`config.mk`:
```
export PLATFORM = sky130hd
export DESIGN_NAME = multi_timer
export DESIGN_NICKNAME = d
export VERILOG_FILES = /design/src/rtl/multi_timer.sv
export SDC_FILE = /design/constraint.sdc
export NUM_CORES = 1
export LEC_CHECK = 0
export ABC_AREA = 1
export ABC_CLOCK_PERIOD_IN_PS = 7830
export CAP_MARGIN = 5
export CELL_PAD_IN_SITES_DETAIL_PLACEMENT = 1
export CELL_PAD_IN_SITES_GLOBAL_PLACEMENT = 2
export CORE_ASPECT_RATIO = 0.75
export CORE_MARGIN = 4
export CORE_UTILIZATION = 35
export CTS_CLUSTER_DIAMETER = 100
export CTS_CLUSTER_SIZE = 25
export DETAILED_ROUTE_END_ITERATION = 6
export PLACE_DENSITY_LB_ADDON = 0.1
export SYNTH_ARGS = -nofsm -noshare
export SYNTH_HDL_FRONTEND = slang
export SYNTH_SLANG_ARGS = --single-unit
```
`constraint.sdc`:
```
create_clock -name clk -period 7.83 [get_ports clk]
set_clock_uncertainty 0.1 [all_clocks]
set_input_delay 1.566 -clock clk [delete_from_list [all_inputs] [get_ports clk]]
set_output_delay 1.566 -clock clk [all_outputs]
set_load 0.02 [all_outputs]
```
`src/rtl/multi_timer.sv`:
```
// Multi-channel mm:ss timer with a memory-mapped CTRL/STATUS word per channel.
// State updates on the falling clk edge; reset is asynchronous and active-high.
module multi_timer_ch #(
    parameter int CLK_DIV = 100000000
) (
    input  logic        clk,
    input  logic        rst,
    input  logic        wr,
    input  logic [31:0] wdata,
    output logic [31:0] status,
    output logic        alarm
);
    localparam int PW = (CLK_DIV > 1) ? $clog2(CLK_DIV) : 1;
    localparam logic [PW-1:0] PMAX = PW'(CLK_DIV - 1);

    logic [PW-1:0] presc;
    logic [5:0]    sec, mins, alarm_min;
    logic          en, mode, done;
    logic          tick, at_zero;
    logic          unused_wdata;

    function automatic logic [7:0] bcd(input logic [5:0] v);
        logic [7:0] w;
        w = {2'b00, v};
        return ((w / 8'd10) << 4) | (w % 8'd10);
    endfunction

    function automatic logic [5:0] sat59(input logic [5:0] v);
        return (v > 6'd59) ? 6'd59 : v;
    endfunction

    assign tick         = en && (presc == PMAX);
    assign at_zero      = (sec == 6'd0) && (mins == 6'd0);
    assign alarm        = mode ? done : ((alarm_min != 6'd0) && (mins >= alarm_min));
    assign status       = {bcd(sec), bcd(mins), alarm, en, mode, done, 12'b0};
    assign unused_wdata = ^{wdata[31:30], wdata[23:22], wdata[15:14], wdata[7:4]};

    always_ff @(negedge clk or posedge rst) begin
        if (rst) begin
            presc     <= '0;
            sec       <= '0;
            mins      <= '0;
            alarm_min <= '0;
            en        <= 1'b0;
            mode      <= 1'b0;
            done      <= 1'b0;
        end else if (wr) begin
            // A write swallows any coincident tick; the prescaler still wraps.
            en        <= wdata[0];
            mode      <= wdata[2];
            alarm_min <= wdata[13:8];
            if (en) presc <= tick ? '0 : presc + PW'(1);
            if (wdata[1]) begin
                sec   <= '0;
                mins  <= '0;
                presc <= '0;
                done  <= 1'b0;
            end else if (wdata[3]) begin
                sec   <= sat59(wdata[21:16]);
                mins  <= sat59(wdata[29:24]);
                presc <= '0;
                done  <= 1'b0;
            end
        end else if (en && mode && at_zero) begin
            // Counting down from 00:00 finishes immediately instead of wrapping.
            done <= 1'b1;
            en   <= 1'b0;
        end else if (en) begin
            presc <= tick ? '0 : presc + PW'(1);
            if (tick) begin
                if (!mode) begin
                    if (sec == 6'd59) begin
                        sec  <= '0;
                        mins <= (mins == 6'd59) ? 6'd0 : mins + 6'd1;
                    end else begin
                        sec <= sec + 6'd1;
                    end
                end else if (sec == 6'd0) begin
                    sec  <= 6'd59;
                    mins <= mins - 6'd1;
                end else begin
                    sec <= sec - 6'd1;
                    if (sec == 6'd1 && mins == 6'd0) begin
                        done <= 1'b1;
                        en   <= 1'b0;
                    end
                end
            end
        end
    end
endmodule

module multi_timer #(
    parameter int          N_CH      = 2,
    parameter int          CLK_DIV   = 100000000,
    parameter logic [31:0] BASE_ADDR = 32'h0000_8000
) (
    input  logic            clk,
    input  logic            rst,
    input  logic [31:0]     addr,
    input  logic            w_r,
    input  logic [31:0]     wdata,
    output logic [31:0]     rdata,
    output logic [N_CH-1:0] alarm
);
    logic [N_CH-1:0]       hit;
    logic [N_CH-1:0][31:0] status;
    logic [31:0]           rd_next;

    genvar k;
    generate
        for (k = 0; k < N_CH; k++) begin : g_ch
            assign hit[k] = (addr == BASE_ADDR + 32'(4 * k));
            multi_timer_ch #(.CLK_DIV(CLK_DIV)) u_ch (
                .clk    (clk),
                .rst    (rst),
                .wr     (hit[k] & ~w_r),
                .wdata  (wdata),
                .status (status[k]),
                .alarm  (alarm[k])
            );
        end
    endgenerate

    always_comb begin
        rd_next = '0;
        for (int i = 0; i < N_CH; i++)
            if (hit[i] && w_r) rd_next = status[i];
    end

    always_ff @(negedge clk or posedge rst) begin
        if (rst) rdata <= '0;
        else     rdata <= rd_next;
    end
endmodule

```
==> results.sh <==
export IMPL_status="complete, no violations"
export IMPL_ios=101
export IMPL_synth_edff_count=0
export IMPL_p_int_mw=1.12
export IMPL_clk_pin_slew_ns=0.04
export IMPL_setup_ws_ns=0.214
export IMPL_viasPerCell=5.05
export IMPL_grt_start_max_net_pins=37
export IMPL_dpl_cell_area_mm2=0.0113
export IMPL_regToRegSetupSlack_ns=5.08
export IMPL_die_area_mm2=0.0311
export IMPL_synth_adder_area_share_pct=5.80
export IMPL_seqPwrFrac_pct=41.6
export IMPL_clockBufferDepth=2
export IMPL_stdcell_count=1948
export IMPL_vias=9845
export IMPL_dr_first_iter_drc_count=516
export IMPL_path_buf_inv=3
export IMPL_clk_latency_ns=0.41
export IMPL_place_gp_congestion=0.874
export IMPL_regArea_mm2=0.00290
export IMPL_pre_cts_ws_ns=0.0735
export IMPL_fillers=3632
export IMPL_max_stage_delay_ns=0.41
export IMPL_row_count=53
export IMPL_fin_area_mm2=0.0119
export IMPL_placed_cells=1913
export IMPL_grt_use_total_pct=21.9
export IMPL_die_x_um=202
export IMPL_path_depth=9
export IMPL_ir_drop_mv=0.131
export IMPL_worst_path_max_fanout=2
export IMPL_clkSinkCount=116
export IMPL_synth_top_family_by_area="simple AND/OR/NAND/NOR gates"
export IMPL_drt_first_pass_iters=4
export IMPL_worstSetupStartpointType="flip-flop"
export IMPL_async_reset_ff_share_pct=100
export IMPL_fin_nets=1663
export IMPL_slew_headroom_pct=50.0
export IMPL_finalSetupViolations=0
export IMPL_synthSimpleGateAreaFrac_pct=38.7
export IMPL_synth_xor_xnor_area_share_pct=3.25
export IMPL_synth_compound_area_share_pct=11.4
export IMPL_synth_top_area_cell="dfrtn_1"
export IMPL_cts_tree="done"
export IMPL_critPathCapture="alarm[0]"
export IMPL_power_mw=1.45
export IMPL_holdBufCountCts=0
export IMPL_multi_input_area_mm2=0.00593
export IMPL_grt_antenna_before_repair=0
export IMPL_synth_flop_cell="dfrtn_1"
export IMPL_hold_viol_final=0
export IMPL_grt_ovfl_total=0
export IMPL_p_switching_mw=0.331
export IMPL_p_per_area_mw_per_mm2=122
export IMPL_yosysWarnings=0
export IMPL_whs_ns=0.375
export IMPL_synth_cell_area_mm2=0.00993
export IMPL_critPathTopFamily="compound AO/OA/AOI/OAI gates"
export IMPL_fin_tns_setup_ns=0
export IMPL_drive_above_1_share_pct=13.3
export IMPL_utilization_pct=42.4
export IMPL_die_height_um=154
export IMPL_seq_area_frac_synth_pct=29.2
export IMPL_slowest_stage="dfrtn_1"
export IMPL_synth_top_area_share_pct=29.2
export IMPL_end_kind="output port"
export IMPL_synth_top_cells_by_area="dfrtn_1, nand2_1, inv_1"
export IMPL_syn_to_final_growth_pct=19.6
export IMPL_rsz0062_at_grt="false"
export IMPL_r2r_start="g_ch[1].u_ch.mins[3]"
export IMPL_routed_wl_mm=33.7
export IMPL_synthMuxAreaShare_pct=0.113
export IMPL_wire_per_inst_um=17.3
export IMPL_hpwlAfterDp_mm=26.9
export IMPL_slew_viol_final=0
export IMPL_critPathKind="flip-flop to output port"
export IMPL_postSynthCellCount=1443
export IMPL_cts_max_level=4
export IMPL_p_leak_nw=5.80
export IMPL_drc_errors=0
export IMPL_initial_core_util_pct=35.5
export IMPL_synth_seq_cells=116
export IMPL_p_sw_share_pct=22.8
export IMPL_ys_types=59
export IMPL_core_area_mm2=0.0280
export IMPL_pwr_share_clk_pct=53.6
export IMPL_crit_arrival_ns=5.95
export IMPL_worst_pin_slew_ns=0.750
export IMPL_grt_first_pass_wirelength_mm=54.3
export IMPL_worst_hold_path_type="flip-flop to flip-flop"
export IMPL_crit_start="g_ch[0].u_ch.alarm_min[1]"
export IMPL_crit_top_cell="inv_1"
export IMPL_antenna_cells=0
export IMPL_cp_cell_sequence="inv_1 > ha_1 > inv_1 > nor2_1 > o211ai_1 > o2111ai_1 > nand3_1 > o21ai_0 > clkbuf_2"
export IMPL_crit_required_ns=6.16
export IMPL_grt_pass1_vias=9854
export IMPL_comb_power_share_pct=4.8
export IMPL_cts_buffers=17
export IMPL_drv_cap=0
export IMPL_worst_r2r_cell_count=14
export IMPL_io_buffers=78
export IMPL_root_buffer="clkbuf_16"
export IMPL_reg2reg_to="rdata[23]"
export IMPL_syn_avg_cell_area_um2=6.88
export IMPL_ant_nets=0
==> layout by cell type, fill, tap and decap left out, drive strengths merged, types with 2 or more instances in the layout <==
master and n:
nand3 135, ha 46, o211ai 9, clkinv 4, buf 53, nor4 14
o21a 2, nor3 25, a21oi 43, nor2 169, xor2 29, o22ai 11
clkbuf 31, and3 2, a31oi 4, conb 12, nand2 366, o21ai 117
nand3b 9, nand4 63, clkdlybuf4s50 76, or2 3, inv 200, a22oi 4
xnor2 7, o21bai 2, dfrtn 116, o2111ai 2
==> synth_stat cells (4+ instances only) <==
master    instances
xor2_1           28
nor2_2           14
o21ai_1          19
nand2_2          30
nand3b_1          8
xnor2_1           7
o211ai_1          9
nand2_1         333
buf_2            12
inv_2            24
buf_6            10
inv_1           176
dfrtn_1         116
o21ai_2          11
a22oi_1           4
nor4_1           11
o22ai_1          11
ha_1             46
nand3_1         122
nor3_2            5
a21oi_1          41
nor2_4            6
nand3_2          11
a31oi_1           4
buf_4            20
o21ai_0          86
nor2_1          147
nor3_1           19
clkbuf_1         10
nand4_1          59
==> power by group through the flow <==
| stage | sequential, mW | clock, mW | combinational, mW |
|---|---|---|---|
| after floorplan | 0.613 | 0 | 0.0279 |
| after global placement | 0.613 | 0 | 0.0709 |
| after detailed placement | 0.613 | 0 | 0.0711 |
| after CTS | 0.603 | 0.799 | 0.0715 |
| after global routing | 0.603 | 0.829 | 0.0765 |
| final | 0.603 | 0.778 | 0.0701 |
==> flip-flops by register name, indices dropped and copies added (netlist names) <==
name / count
g_ch.u_ch.sec: 12
g_ch.u_ch.done: 2
g_ch.u_ch.mins: 12
g_ch.u_ch.mode: 2
g_ch.u_ch.en: 2
g_ch.u_ch.presc: 54
g_ch.u_ch.alarm_min: 12
rdata: 20
==> final cells by class <==
| type | count | share of cell area (%) |
|---|---|---|
| Timing Repair Buffer | 131 | 10.3 |
| Clock buffer | 29 | 4.47 |
| Multi-Input combinational cell | 1081 | 49.9 |
| Tap cell | 385 | 4.06 |
| Sequential cell | 116 | 24.4 |
| Clock inverter | 3 | 0.337 |
| Inverter | 203 | 6.48 |
==> kinds of logic after synthesis <==
family          after synthesis
fa+ha+maj                    46
other cells                   1
compound gates              198
xor+xnor                     36
mux                           1
flops                       116
buf+inv                     257
simple gates                788
==> metal layers <==
| layer | wire [um] | GRT usage (%) | part of all wire, % |
|---|---|---|---|
| met1 | 17800 | 32.6 | 53 |
| met2 | 14500 | 32.9 | 43 |
| met3 | 983 | 3.29 | 2.9 |
| met4 | 461 | 6.24 | 1.4 |
| met5 | 0 | 0 | 0 |
==> worst register-to-register path, stage by stage, from the launching register on <==
cell and delay, ns:
dfrtn_1 0.46, buf_4 0.20, inv_1 0.15, ha_1 0.32
inv_1 0.04, o21ai_1 0.21, nor2_1 0.08, o21ai_1 0.21
nand2_1 0.10, inv_1 0.11, ha_1 0.18, o21ai_1 0.08
xor2_1 0.17, nand2_1 0.11, nand2_1 0.07
==> worst min-delay path by stage <==
stage | startpoint | endpoint | slack [ns] | cells after the start
after global routing | g_ch[0].u_ch.done | g_ch[0].u_ch.done | 0.39 | 2
after floorplan | g_ch[1].u_ch.done | g_ch[1].u_ch.done | 0.31 | 2
after global placement | g_ch[0].u_ch.done | g_ch[0].u_ch.done | 0.34 | 2
after detailed placement | g_ch[0].u_ch.done | g_ch[0].u_ch.done | 0.38 | 2
final | g_ch[0].u_ch.done | g_ch[0].u_ch.done | 0.37 | 2
after CTS | g_ch[0].u_ch.done | g_ch[0].u_ch.done | 0.38 | 2
==> what timing repair did <==
action                                  CTS  global route
endpoints found under the setup margin    2             2
resized for setup                         3             5
buffers inserted                          0             3
Note: power is estimated with default switching activity, not from simulation.
